<file path="config.mk">
export PLATFORM = sky130hd
export DESIGN_NAME = fifo_stream_reader
export DESIGN_NICKNAME = d
export VERILOG_FILES = /design/src/rtl/fifo_stream_reader.sv
export SDC_FILE = /design/constraint.sdc
export NUM_CORES = 1
export LEC_CHECK = 0
export ABC_CLOCK_PERIOD_IN_PS = 2600
export BUFFER_PORTS_ARGS = -buffer_cell sky130_fd_sc_hd__buf_4
export CAP_MARGIN = 20
export CORE_ASPECT_RATIO = 1.2
export CORE_UTILIZATION = 43
export DETAILED_ROUTE_END_ITERATION = 7
export GPL_ROUTABILITY_DRIVEN = 0
export GPL_TIMING_DRIVEN = 0
export PLACE_DENSITY = 0.64
export SLEW_MARGIN = 5
export SYNTH_ARGS = -nofsm -noshare
export SYNTH_HDL_FRONTEND = slang
export SYNTH_SLANG_ARGS = --single-unit
</file>
<file path="constraint.sdc">
create_clock -name rdclk -period 2.6 [get_ports rdclk]
set_input_delay 0.13 -clock rdclk [delete_from_list [all_inputs] [get_ports rdclk]]
set_output_delay 0.13 -clock rdclk [all_outputs]
set_load 0.02 [all_outputs]
</file>
<file path="src/rtl/fifo_stream_reader.sv">
// fifo_stream_reader
//   Drains the read side of the async FIFO in the rdclk domain. It presents the
//   words as a valid/ready stream. The FIFO's fixed read latency is hidden by
//   prefetching into a small circular buffer. That buffer is sized so that
//   continuous m_ready sustains one word per cycle.
//
// Ports
//   rdclk        read-side clock
//   reset        synchronous, active-high
//   fifo_empty   FIFO empty flag (rdclk domain)
//   fifo_rd      FIFO pop strobe
//   fifo_dataout FIFO read data, valid RDLAT cycles after fifo_rd
//   m_valid      output word valid
//   m_ready      downstream accept
//   m_data       output word
//   words_out    delivered-word counter, wraps modulo 2^COUNTW
module fifo_stream_reader #(
  parameter int WIDTH  = 8,
  parameter int RDLAT  = 1,
  parameter int COUNTW = 16
) (
  input  logic              rdclk,
  input  logic              reset,
  input  logic              fifo_empty,
  output logic              fifo_rd,
  input  logic [WIDTH-1:0]  fifo_dataout,
  output logic              m_valid,
  input  logic              m_ready,
  output logic [WIDTH-1:0]  m_data,
  output logic [COUNTW-1:0] words_out
);

  // Two slots beyond the latency: one word being presented and one word of
  // slack. This lets the prefetcher keep issuing every cycle in steady state.
  localparam int DEPTH = RDLAT + 2;
  localparam int PW    = $clog2(DEPTH);
  localparam int CW    = $clog2(DEPTH + 1);

  logic [WIDTH-1:0] buf_q [DEPTH];
  logic [PW-1:0]    wptr, rptr;
  logic [CW-1:0]    count;
  // vld_pipe[k] set: an issued read whose data lands k cycles later.
  // vld_pipe[1] marks the data on fifo_dataout this cycle.
  logic [RDLAT:1]   vld_pipe;
  logic [CW-1:0]    inflight;
  logic             cap, xfer;

  // DEPTH is not a power of two in general, so wrap explicitly.
  function automatic logic [PW-1:0] inc(input logic [PW-1:0] p);
    return (p == PW'(DEPTH - 1)) ? '0 : p + PW'(1);
  endfunction

  always_comb begin
    inflight = '0;
    for (int k = 1; k <= RDLAT; k++) inflight = inflight + CW'(vld_pipe[k]);
  end

  // Reserve a buffer slot for every outstanding read. m_ready is deliberately
  // not consulted, so no combinational path exists from m_ready to fifo_rd.
  assign fifo_rd = !reset && !fifo_empty &&
                   (({1'b0, count} + {1'b0, inflight}) < (CW+1)'(DEPTH));

  assign cap     = vld_pipe[1];
  assign m_valid = (count != '0);
  assign m_data  = buf_q[rptr];
  assign xfer    = m_valid && m_ready;

  always_ff @(posedge rdclk) begin
    if (reset) begin
      wptr      <= '0;
      rptr      <= '0;
      count     <= '0;
      vld_pipe  <= '0;
      words_out <= '0;
      for (int i = 0; i < DEPTH; i++) buf_q[i] <= '0;
    end else begin
      vld_pipe[RDLAT] <= fifo_rd;
      for (int k = 1; k < RDLAT; k++) vld_pipe[k] <= vld_pipe[k+1];

      if (cap) begin
        buf_q[wptr] <= fifo_dataout;
        wptr        <= inc(wptr);
      end

      if (xfer) begin
        rptr      <= inc(rptr);
        words_out <= words_out + COUNTW'(1);
      end

      // Simultaneous capture and transfer leaves the count unchanged.
      case ({cap, xfer})
        2'b10:   count <= count + CW'(1);
        2'b01:   count <= count - CW'(1);
        default: ;
      endcase
    end
  end

  // The issue rule reserves space, so a capture into a full buffer is only
  // possible if that reservation logic is broken.
  a_no_overflow: assert property (@(posedge rdclk) disable iff (reset)
    !(cap && (count == CW'(DEPTH)) && !xfer));

endmodule

</file>
# Yosys cells after proc, flatten, opt, wreduce, memory -nomap -nowiden
# Memory sizes are Yosys's and may differ from the RTL's. A register that Yosys moved wholly into a read port is not among the register bits.
# Cells that the tools add are included.
[op_classes]
mul = 0
eq_ne = 4
n_div = 0
shift = 0
bitwise = 0
n_reduce_logical = 8
magnitude_cmp = 1
n_addsub = 6
mux = 13
[op_table]
columns = ["operator", "count"]
rows = [
  ["$add 16x1->16 const B", 1],
  ["$mux 2", 5],
  ["$mux 8", 1],
  ["$reduce_or 8->1", 1],
  ["$add 2x1->2 const B", 3],
  ["$eq 2x2->1 const B", 3],
  ["$mux 1", 6],
  ["$pmux 2 s2", 1],
  ["$reduce_bool 2->1", 2],
  ["$add 2x1->3", 1],
  ["$logic_and 1x1->1", 3],
  ["$lt 3x2->1 const B", 1],
  ["$eq 2x1->1 const B", 1],
  ["$logic_not 1->1", 2],
  ["$sub 2x1->2 const B", 1],
]
[word_totals]
mem_count = 1
wordCells = 38
latch_bits = 0
ramBits = 24
mem_bits_ro = 0
in_bits = 12
output_inout_bits = 26
register_bits = 23
[memory_table]
columns = ["name", "depth", "word_bits", "rd", "rd_ports_with_merged_regs", "wr", "line", "source"]
rows = [
  ["buf_q", 3, 8, 1, 1, 3, "39", "logic [WIDTH-1:0] buf_q [DEPTH];"],
]

# Logic depth before layout (Yosys ltp)
# Gate-level depths: netlist (run 1).
[depth]
ltp_word = 5
mapped_depth = 7

# Least setup slack after synthesis (run 1)
# OpenSTA, ideal clock, no wires.
[synth_timing]
kind = "register to output"
start = "reg count[0]"
end = "out fifo_rd"
required_time_ns = 2.470
path_buffers = 0
t_arrival_ns = 1.976
path_stages_with_launch = 4
setup_slack_ns = 0.494
path_cell_list = "dfxtp_1 ha_1 ha_1 a2111oi_0"
[synth_between]
elab_chain_len = 3
[synth_lines]
columns = ["item", "line", "source"]
rows = [
  ["start: declaration", "41", "logic [CW-1:0] count;"],
  ["start signal: assignment", "92", "2'b10: count <= count + CW'(1);"],
  ["start signal: assignment", "93", "2'b01: count <= count - CW'(1);"],
  ["$add 2x1->3", "61", "(({1'b0, count} + {1'b0, inflight}) < (CW+1)'(DEPTH));"],
  ["$lt 3x2->1", "61", ""],
  ["$logic_and 1x1->1", "60", "assign fifo_rd = !reset && !fifo_empty &&"],
  ["end: declaration", "25", "output logic fifo_rd,"],
]
# No other way between the ends.

# Worst setup path after layout (run 1)
[layout_timing]
start = "reg count[0]"
end = "reg count[1]"
[layout_between]
elab_chain_len = 4
word_cells_on_any_way = 8
cone_classes = "2 x add/sub; 2 x eq/ne; 1 x mux; 3 x reduce/logical"
[layout_lines]
columns = ["item", "line", "source"]
rows = [
  ["$reduce_bool 2->1", "64", "assign m_valid = (count != '0);"],
  ["$logic_and 1x1->1", "66", "assign xfer = m_valid && m_ready;"],
  ["$eq 2x1->1 / $eq 2x2->1 (equally long branches)", "91", "case ({cap, xfer})"],
  ["$pmux 2 s2 / $reduce_bool 2->1 (equally long branches)", "n/a", ""],
]
# Several ways; a longest one is shown, not always the timed one.
# A chain may end at the register's enable or synchronous reset.

==> results.yml, run 1 <==
status:
  status: "finished, violations left"
  violations: "DRC"
route:
  drt_iter0_markers: 74
  drt_pass1_iterations: 6
  ant_nets: 0
  dr_wl_met2_mm: 2.27
  wl_met1_mm: 1.98
  drc: 2
  via_per_inst: 5.07
  top_layer_used: "met4"
  vias: 1613
  routedWlPerCell_um: 14.4
  wl_met3_um: 211
  totalWireLength_mm: 4.57
power_and_ir_drop:
  leakagePower_uw: 0.00118
  clkPwrFrac: 0.323
  combPwrFrac: 0.197
  p_per_area_nw_per_um2: 727
  pwr-share-seq: 0.480
  swShare: 0.284
  p_total_uw: 2220
  peakVddDrop_mv: 0.473
  switchingPower_uw: 631
  intPower_uw: 1590
critical_path:
  endpoint_kind: "flop"
  worstPathCellList: "o21ai_0 > clkbuf_1 > inv_1 > ha_1 > or3_1 > a21oi_1"
  critical_path_class: "flop to flop"
  critPathMaxFanout: 10
  crit_path_top_delay_cell: "dfxtp_1"
  rrSetupSlack_ns: 0.44
  r2r-end: "count[1]"
  required_ns: 2.86
  crit_cells: 6
  cp_num_buf_inv: 2
  rr_worst_depth: 6
  start_kind: "flop"
  crit_family: "buffers and inverters"
  crit_path_max_incr_delay_ns: 0.39
  r2r-start: "count[0]"
  arrival_ns: 2.43
placed_design:
  dp.cells: 293
  dpl.hpwl_mm: 3.00
  placed_area_sq_um: 2790
  numPortBuffers: 37
hold_path:
  min_path_cells: 3
  min_to: "count[1]"
  hold_path.class: "primary input to flop"
  hold_start: "reset"
finish:
  drive_above_1_share: 0.277
  nets: 267
  seq_area_sq_um: 1460
  final_cell_count_no_fill: 318
  fillers: 459
  multi_input_area_sq_um: 931
  final_util: 0.568
  syn2layout_area_growth_pct: 25.7
  final_area_sq_um: 3050
  diodes: 0
floorplanning:
  fp.coreArea_sq_um: 5370
  die_y_um: 84.3
  io_pins: 38
  die_area_sq_um: 5950
  num_rows: 29
  die_w_um: 70.6
  start_util: 0.452
logic_synthesis:
  async_reset_ff_frac: 0
  yosysUniqueCellTypes: 31
  ys_ff_latch: 57
  synth-edff-count: 32
  syn_avg_cell_area_sq_um: 12.5
  synth_top_flop_cell: "edfxtp_1"
  yosys_warnings: 0
  netlist_area_sq_um: 2430
  ys_seq_area_frac: 0.602
  synth_cells: 194
  synthesis.nets: 210
timing:
  tns_ns: 0
  final-setup-viol-count: 0
  hold_viol: 0
  worst_pin_slew_ns: 0.833
  min_period_ns: 2.16
  finClkSkew_ns: 0.00748
  fin_crit_sh: 0.832
  maxSlewViolCount: 0
  rsz0062_at_grt: "false"
  timing.fmax_mhz: 463
  slew_headroom: 0.440
clock_tree:
  clkSinkCount: 57
  clock_path_buffers: 2
  clk_pin_slew_ns: 0.06
  insertion_delay_ns: 0.33
  tritoncts: "yes"
  htree_levels: 3
  cts_hold_buffers: 9
  cts_resized: 0
  post_cts_buffers: 0
  root_buffer: "clkbuf_8"
  cts_buffers: 9
grt:
  antenna_found_initial: 0
  grt_first_pass_wirelength_mm: 7.51
  globalRouteTotalUtil: 0.170
  overflow: 0
  grt_max_degree: 11
  grt_pass1_vias: 1589
job:
  maxCapViolCount: 0
[registers in the layout, indices dropped and copies added, names as in the netlist, named ones only]
| register | count |
|---|---|
| words_out | 16 |
| rptr | 2 |
| cap | 1 |
| wptr | 2 |
| count | 2 |
| buf_q | 32 |
[kinds of logic (layout without fill, tap and decap cells)]
| group | after synthesis | in the layout | synth area share |
|---|---|---|---|
| AOI/OAI and AO/OA | 16 | 16 | 0.0402 |
| adders and majority gates | 4 | 4 | 0.0206 |
| and+or+nand+nor | 85 | 85 | 0.191 |
| muxes | 9 | 9 | 0.0789 |
| buffers and inverters | 9 | 71 | 0.0170 |
| xor gates and xnor gates | 14 | 14 | 0.0505 |
| DFF | 57 | 57 | 0.602 |
[worst max-delay path by stage]
stage                     slack [ns]     start     endpoint
after floorplan                 0.49  count[0]      fifo_rd
after global placement          0.17       cap  buf_q[0][3]
after detailed placement        0.44  count[0]     count[1]
after CTS                       0.41  count[0]     count[1]
after global routing            0.23  count[0]     count[1]
final                           0.44  count[0]     count[1]
[per-layer routing]
metal	vias up	global-route usage
met5	-	0
met4	0	0.0927
met3	9	0.0348
met2	42	0.297
met1	751	0.195
li1	811	-
[power by group through the flow]
| stage | clock, uW | sequential [uW] | combinational [uW] |
|---|---|---|---|
| after floorplan | 0 | 1080 | 286 |
| after global placement | 0 | 1080 | 427 |
| after detailed placement | 0 | 1080 | 433 |
| after CTS | 733 | 1060 | 445 |
| after global routing | 772 | 1070 | 480 |
| final | 716 | 1070 | 437 |
[worst reg2reg max path: stages (launching register included)]
cell and delay, ns:
dfxtp_1 0.39, o21ai_0 0.32, clkbuf_1 0.38, inv_1 0.18, ha_1 0.34, or3_1 0.35
a21oi_1 0.14
[synth_stat cells (all sizes together), types with 2 or more instances]
master / number / area [sq um]
nor2: 21 / 78.8
or2: 4 / 25.0
nand2: 10 / 37.5
nor4: 4 / 25.0
xnor2: 7 / 61.3
nand3: 3 / 15.0
xor2: 7 / 61.3
a21oi: 8 / 40.0
ha: 4 / 50.1
nor2b: 2 / 12.5
edfxtp: 32 / 961
inv: 3 / 11.3
a2111oi: 2 / 17.5
and2: 25 / 156
or3: 3 / 18.8
buf: 3 / 18.8
dfxtp: 25 / 500
nand4: 5 / 37.5
clkbuf: 3 / 11.3
mux4: 8 / 180
o21ai: 4 / 20.0
nor3: 4 / 20.0
[area by class of cell]
class                           instances  share of cell area
Timing Repair Buffer                   46               0.121
Buffer                                  6             0.00984
Inverter                                3             0.00369
Clock inverter                          5              0.0103
Multi-Input combinational cell        128               0.305
Tap cell                               62              0.0254
Clock buffer                           11              0.0463
Sequential cell                        57               0.479
[cell usage in the layout (no fill, tap or decap), drive strengths merged, types with 4 or more instances in the layout]
cell	netlist	layout
and2	25	25
clkbuf	3	14
o21ai	4	4
dlygate4sd3	0	9
dfxtp	25	25
buf	3	40
or2	4	4
xnor2	7	7
nor4	4	4
mux4	8	8
ha	4	4
a21oi	8	8
nand2	10	10
edfxtp	32	32
clkinv	0	4
nor2	21	21
nand4	5	5
xor2	7	7
nor3	4	4
[metrics by stage]
stage	worst slack, ns	hold WS (ns)
after floorplan	0.494	0.220
after CTS	0.412	0.150
after global placement	0.171	0.319
final	0.438	0.148
after detailed placement	0.443	0.320
after global routing	0.231	0.182
No activity file was read; power rests on OpenSTA's default activity.
==> run 2: changes to the inputs <==
--- a/config.mk
+++ b/config.mk
@@ -5,7 +5,8 @@
 export SDC_FILE = /design/constraint.sdc
 export NUM_CORES = 1
 export LEC_CHECK = 0
-export ABC_CLOCK_PERIOD_IN_PS = 2600
+export ABC_AREA = 1
+export ABC_CLOCK_PERIOD_IN_PS = 1800
 export BUFFER_PORTS_ARGS = -buffer_cell sky130_fd_sc_hd__buf_4
 export CAP_MARGIN = 20
 export CORE_ASPECT_RATIO = 1.2
@@ -13,7 +14,7 @@
 export DETAILED_ROUTE_END_ITERATION = 7
 export GPL_ROUTABILITY_DRIVEN = 0
 export GPL_TIMING_DRIVEN = 0
-export PLACE_DENSITY = 0.64
+export PLACE_DENSITY = 0.66
 export SLEW_MARGIN = 5
 export SYNTH_ARGS = -nofsm -noshare
 export SYNTH_HDL_FRONTEND = slang
==> constraint.sdc (replaced) <==
create_clock -name rdclk -period 1.8 [get_ports rdclk]
set_input_delay 0.09 -clock rdclk [delete_from_list [all_inputs] [get_ports rdclk]]
set_output_delay 0.09 -clock rdclk [all_outputs]
set_load 0.02 [all_outputs]
==> run 2 against run 1 <==
  * The flow now finishes without violations
  * Via count is 25% higher
  * Critical endpoint is now fifo_rd
  * Global-route usage is 2.3 points higher
  * Wire length grew 19%
  * Synthesized area up 5.3%
  * Clock skew is 0.0016 ns lower
  * Highest routed layer unchanged
  * Register-to-register slack worse by 0.26 ns
==> results.yml, run 2 <==
critical_path:
  arrival_ns: 1.62
  crit_path_max_incr_delay_ns: 0.38
  start_kind: "flop"
  rrSetupSlack_ns: 0.18
  critPathMaxFanout: 5
  crit_family: "adder cells"
  critical_path_class: "flop to primary output"
  endpoint_kind: "primary output"
  required_ns: 1.71
  cp_num_buf_inv: 1
  crit_path_top_delay_cell: "dfxtp_2"
  worstPathCellList: "ha_2 > ha_4 > a2111oi_2 > buf_4"
grt:
  grt_pass1_vias: 2004
  grt_max_degree: 11
  antenna_found_initial: 0
  overflow: 0
  grt_first_pass_wirelength_mm: 9.01
  globalRouteTotalUtil: 0.193
route:
  via_per_inst: 4.86
  wl_met1_mm: 2.41
  drt_iter0_markers: 112
  drc: 0
  dr_wl_met2_mm: 2.79
  wl_met3_um: 159
  ant_nets: 0
  routedWlPerCell_um: 13.1
  vias: 2018
  totalWireLength_mm: 5.44
  drt_pass1_iterations: 6
  top_layer_used: "met4"
floorplanning:
  die_y_um: 86.4
  die_area_sq_um: 6260
  num_rows: 30
  io_pins: 38
  start_util: 0.448
  fp.coreArea_sq_um: 5710
  die_w_um: 72.4
timing:
  maxSlewViolCount: 0
  hold_viol: 0
  final-setup-viol-count: 0
  timing.fmax_mhz: 586
  finClkSkew_ns: 0.00584
  rsz0062_at_grt: "false"
  slew_headroom: 0.655
  layout_setup_ws_ns: 0.0944
  min_period_ns: 1.71
  worst_pin_slew_ns: 0.518
  hold_ws_ns: 0.148
  fin_crit_sh: 0.948
placed_design:
  numPortBuffers: 37
  dp.cells: 390
  post-place-ws_ns: -0.00339
  dpl.hpwl_mm: 3.71
  placed_area_sq_um: 2950
logic_synthesis:
  synth-edff-count: 32
  synth-xor-area-share: 0
  synth_top_flop_cell: "edfxtp_1"
  async_reset_ff_frac: 0
  synth.most_common_cell: "nor2_1"
  yosys_warnings: 0
  ys_ff_latch: 57
  netlist_area_sq_um: 2550
  yosys-top-cells-count: "55 x nor2_1, 32 x edfxtp_1, 31 x inv_1"
  synth-compound-area-share: 0.118
  ys_seq_area_frac: 0.572
  synthAdderAreaFrac: 0.0196
  syn_avg_cell_area_sq_um: 9.39
  synth_top_family_by_area: "simple AND/OR/NAND/NOR gates"
  synthMuxAreaShare: 0
  synth_cells: 272
  synth_top_area_frac: 0.376
  synth_simple_gate_area_share: 0.231
  synth_area_leaders: "edfxtp_1 38%, dfxtp_1 20%, nor2_1 8.1%, o21ai_0 4.9%, inv_1 4.6%"
  yosysUniqueCellTypes: 30
  synth_top_area_cell: "edfxtp_1"
  synthesis.nets: 288
finish:
  layout_common_cells: "55 x nor2_1, 38 x buf_4, 32 x edfxtp_1"
  multi_input_area_sq_um: 973
  drive_above_1_share: 0.260
  final_cell_count_no_fill: 415
  syn2layout_area_growth_pct: 27.7
  nets: 346
  fillers: 536
  final_area_sq_um: 3260
  seq_area_sq_um: 1470
  regMostFlops: "buf_q"
  diodes: 0
  largestRegisters: "buf_q: 32 flops, words_out: 16 flops"
  largest_reg_flops: 32
  final_common_cell: "nor2_1"
clock_tree:
  clock_path_buffers: 2
  root_buffer: "clkbuf_8"
  tritoncts: "yes"
  clk_pin_slew_ns: 0.06
  htree_levels: 3
  insertion_delay_ns: 0.33
  cts_buffers: 9
  clkSinkCount: 57
power_and_ir_drop:
  peakVddDrop_mv: 0.521
  clkPwrFrac: 0.370
  leakagePower_uw: 0.00133
  switchingPower_uw: 886
  pwr-share-seq: 0.465
  swShare: 0.277
  combPwrFrac: 0.165
  p_total_uw: 3200
  p_per_area_nw_per_um2: 982
  intPower_uw: 2320
hold_path:
  hold_path.class: "primary input to flop"
status:
  status: "finished clean"
job:
  maxCapViolCount: 0
==> run 2: per-layer routing <==
| layer | vias to the layer above | track usage |
|---|---|---|
| met3 | 9 | 0.0349 |
| met4 | 0 | 0.0909 |
| met5 | - | 0 |
| met2 | 42 | 0.343 |
| li1 | 1032 | - |
| met1 | 935 | 0.223 |
==> run 2: layout make-up <==
| class | count | area share |
|---|---|---|
| Clock inverter | 5 | 0.0169 |
| Sequential cell | 57 | 0.449 |
| Inverter | 35 | 0.0410 |
| Multi-Input combinational cell | 176 | 0.298 |
| Buffer | 4 | 0.00575 |
| Clock buffer | 11 | 0.0433 |
| Tap cell | 80 | 0.0307 |
| Timing Repair Buffer | 47 | 0.115 |
==> run 2: timing repair <==
item / 4_1_cts / 5_1_grt
buffers inserted: 0 / 0
endpoints found under the hold margin: 9 / 0
setup endpoints to repair: 9 / 20
hold buffers: 9 / 0
pin swaps: 1 / 0
resized for setup: 3 / 4
==> run 2: worst paths after layout <==
check / from / depth (start not counted) / endpoint
setup / recovery: count[0] / 4 / fifo_rd
hold / removal: m_ready / 3 / rptr[1]
setup reg to reg: cap / 4 / buf_q[2][0]
hold reg to reg: cap / 1 / wptr[0]
==> run 2: cell families after synthesis <==
logic type                 Yosys count
buffers and inverters               39
AOI/OAI and AO/OA                   53
and+or+nand+nor                    119
adders and majority gates            4
DFF                                 57
==> run 2: tightest hold or removal path, cell delays in order <==
cell      delay, ns
buf_4          0.13
nand2_4        0.11
a211oi_1       0.10
==> run 2: power groups by stage <==
stage | clock network (uW) | registers [uW] | logic [uW]
6_report | 1190 | 1490 | 529
5_1_grt | 1260 | 1500 | 579
4_1_cts | 1200 | 1490 | 532
3_5_place_dp | 0 | 1510 | 512
3_3_place_gp | 0 | 1510 | 502
2_1_floorplan | 0 | 1510 | 317
==> run 2: stage by stage <==
| step | util | setup TNS [ns] |
|---|---|---|
| floorplan | - | 0 |
| finish | 0.572 | 0 |
| detailed placement | 0.518 | -0.0243 |
| CTS | 0.571 | 0 |
| global placement | 0.515 | -4.99 |
| global route | 0.572 | 0 |
==> run 3: changes to the inputs <==
--- a/config.mk
+++ b/config.mk
@@ -5,7 +5,6 @@
 export SDC_FILE = /design/constraint.sdc
 export NUM_CORES = 1
 export LEC_CHECK = 0
-export ABC_AREA = 1
 export ABC_CLOCK_PERIOD_IN_PS = 1800
 export BUFFER_PORTS_ARGS = -buffer_cell sky130_fd_sc_hd__buf_4
 export CAP_MARGIN = 20
@@ -13,8 +12,7 @@
 export CORE_UTILIZATION = 43
 export DETAILED_ROUTE_END_ITERATION = 7
 export GPL_ROUTABILITY_DRIVEN = 0
-export GPL_TIMING_DRIVEN = 0
-export PLACE_DENSITY = 0.66
+export PLACE_DENSITY = 0.67
 export SLEW_MARGIN = 5
 export SYNTH_ARGS = -nofsm -noshare
 export SYNTH_HDL_FRONTEND = slang
==> run 3 against run 2 <==
  * The run now ends with DRC left
  * Sequential power rose by 4%
  * Clock power rose by 19%
  * Non-clock buffer count rose by 11
  * Setup slack got worse by 0.048 ns
  * Via count fell by 17%
  * Critical path type is now flop to flop
  * Critical endpoint is now words_out[14]
  * Largest cell class unchanged
==> results.yml, run 3 (synthesis gave the netlist of run 1 again) <==
clock_tree:
  clk_pin_slew_ns: 0.06
  htree_levels: 3
  root_buffer: "clkbuf_8"
  clock_path_buffers: 2
  insertion_delay_ns: 0.33
  clkSinkCount: 57
  post_cts_buffers: 0
  tritoncts: "yes"
  cts_buffers: 9
timing:
  min_period_ns: 1.75
  final-setup-viol-count: 0
  finClkSkew_ns: 0.00690
  fin_crit_sh: 0.974
  tns_ns: 0
  timing.fmax_mhz: 570
  hold_ws_ns: 0.231
  maxSlewViolCount: 0
  slew_headroom: 0.697
  hold_viol: 0
  worst_pin_slew_ns: 0.450
route:
  drt_pass1_iterations: 7
  drc: 6
  via_per_inst: 5.13
  routedWlPerCell_um: 14.5
  totalWireLength_mm: 4.76
  vias: 1681
  ant_nets: 0
  drt_iter0_markers: 111
floorplanning:
  start_util: 0.452
  die_area_sq_um: 5950
  die_w_um: 70.6
  num_rows: 29
  io_pins: 38
  fp.coreArea_sq_um: 5370
  die_y_um: 84.3
critical_path:
  start_kind: "flop"
  rr_worst_depth: 5
  crit_family: "simple AND/OR/NAND/NOR gates"
  required_ns: 2.06
  crit_path_max_incr_delay_ns: 0.47
  r2r-end: "words_out[14]"
  r2r-start: "words_out[0]"
  critPathMaxFanout: 5
  endpoint_kind: "flop"
  crit_path_top_delay_cell: "or4b_4"
  rrSetupSlack_ns: 0.05
  cp_num_buf_inv: 0
  arrival_ns: 2.02
  critical_path_class: "flop to flop"
  worstPathCellList: "ha_2 > o2111a_2 > or4b_4 > or3_1 > a21oi_2"
finish:
  regMostFlops: "buf_q"
  final_common_cell: "buf_4"
  largestRegisters: "buf_q: 32 flops, words_out: 16 flops"
  final_cell_count_no_fill: 328
  final_area_sq_um: 3240
  layout_common_cells: "53 x buf_4, 32 x edfxtp_1, 25 x and2_1"
  nets: 277
  diodes: 0
  drive_above_1_share: 0.342
  largest_reg_flops: 32
  syn2layout_area_growth_pct: 33.7
placed_design:
  placed_area_sq_um: 2880
  dpl.hpwl_mm: 3.22
  numPortBuffers: 37
  dp.cells: 303
job:
  maxCapViolCount: 0
status:
  violations: "DRC"
  status: "finished, violations left"
grt:
  globalRouteTotalUtil: 0.176
  grt_max_degree: 26
  antenna_found_initial: 0
  grt_first_pass_wirelength_mm: 7.74
  overflow: 0
  grt_pass1_vias: 1687
hold_path:
  min_to: "words_out[1]"
  hold_path.class: "primary input to flop"
  hold_start: "m_ready"
  min_path_cells: 5
power_and_ir_drop:
  peakVddDrop_mv: 0.597
  leakagePower_uw: 0.00127
  p_total_uw: 3680
  p_per_area_nw_per_um2: 1130
==> run 3: cell count changes in the layout (fill, tap and decap cells not counted), moves of 6 or more <==
cell / delta
nor2_1: -34
xnor2_1: +7
inv_1: -28
mux4_2: +8
buf_4: +15
o22ai_1: -8
o21ai_0: -21
nand2_1: -17
and2_1: +25
xor2_1: +7
nand2_2: -6
nand3_1: -9
==> run 3: how the worst max path moves through the flow <==
stage	from	to	slack [ns]	depth (start not counted)
2_1_floorplan	count[0]	fifo_rd	-0.02	3
3_3_place_gp	words_out[0]	words_out[14]	0.08	5
3_5_place_dp	words_out[0]	words_out[14]	0.05	5
4_1_cts	count[0]	fifo_rd	0.003	4
5_1_grt	words_out[0]	words_out[14]	-0.03	5
6_report	words_out[0]	words_out[14]	0.05	5
==> run 3: cell type report <==
type                       count  area, sq um
multi-input combinational    128          962
timing repair buffer          62          488
clock buffer                  10          128
fill                         469         2130
tap                           62         77.6
sequential                    57         1470
clock inverter                 6          106
inverter                       3         11.3
==> run 3: what timing repair did <==
action | in CTS | in global routing
endpoints found under the hold margin | 9 | 0
endpoints found under the setup margin | 1 | 2
hold buffers | 9 | 0
pin swaps | 1 | 2
gates resized for setup | 2 | 5
==> run 3: per-layer routing <==
metal  track usage  up-vias  share of wire  wire, um
met3        0.0588        6          0.044       209
li1              -      841              -         -
met1         0.199      799           0.44      2100
met5             0        -              0         0
met4        0.0818        0          0.014        66
met2         0.299       35           0.50      2390
==> run 3: tightest hold or removal path, cell delays in order <==
cell     delay (ns)
buf_4          0.12
o21ai_0        0.09
inv_1          0.10
nand2_1        0.08
a21oi_1        0.05
==> run 3: power breakdown <==
group	switching (uW)	internal, uW	leakage (uW)
Combinational	355	352	0.000632
Clock	509	913	0.000114
Sequential	77.1	1470	0.000526
==> run 3: metrics by stage <==
| stage | utilization | setup slack, ns |
|---|---|---|
| final | 0.604 | 0.0463 |
| after global routing | 0.604 | -0.0307 |
| after CTS | 0.598 | 0.00334 |
| after detailed placement | 0.537 | 0.0534 |
| after global placement | 0.537 | 0.0811 |
| after floorplan | - | -0.0220 |
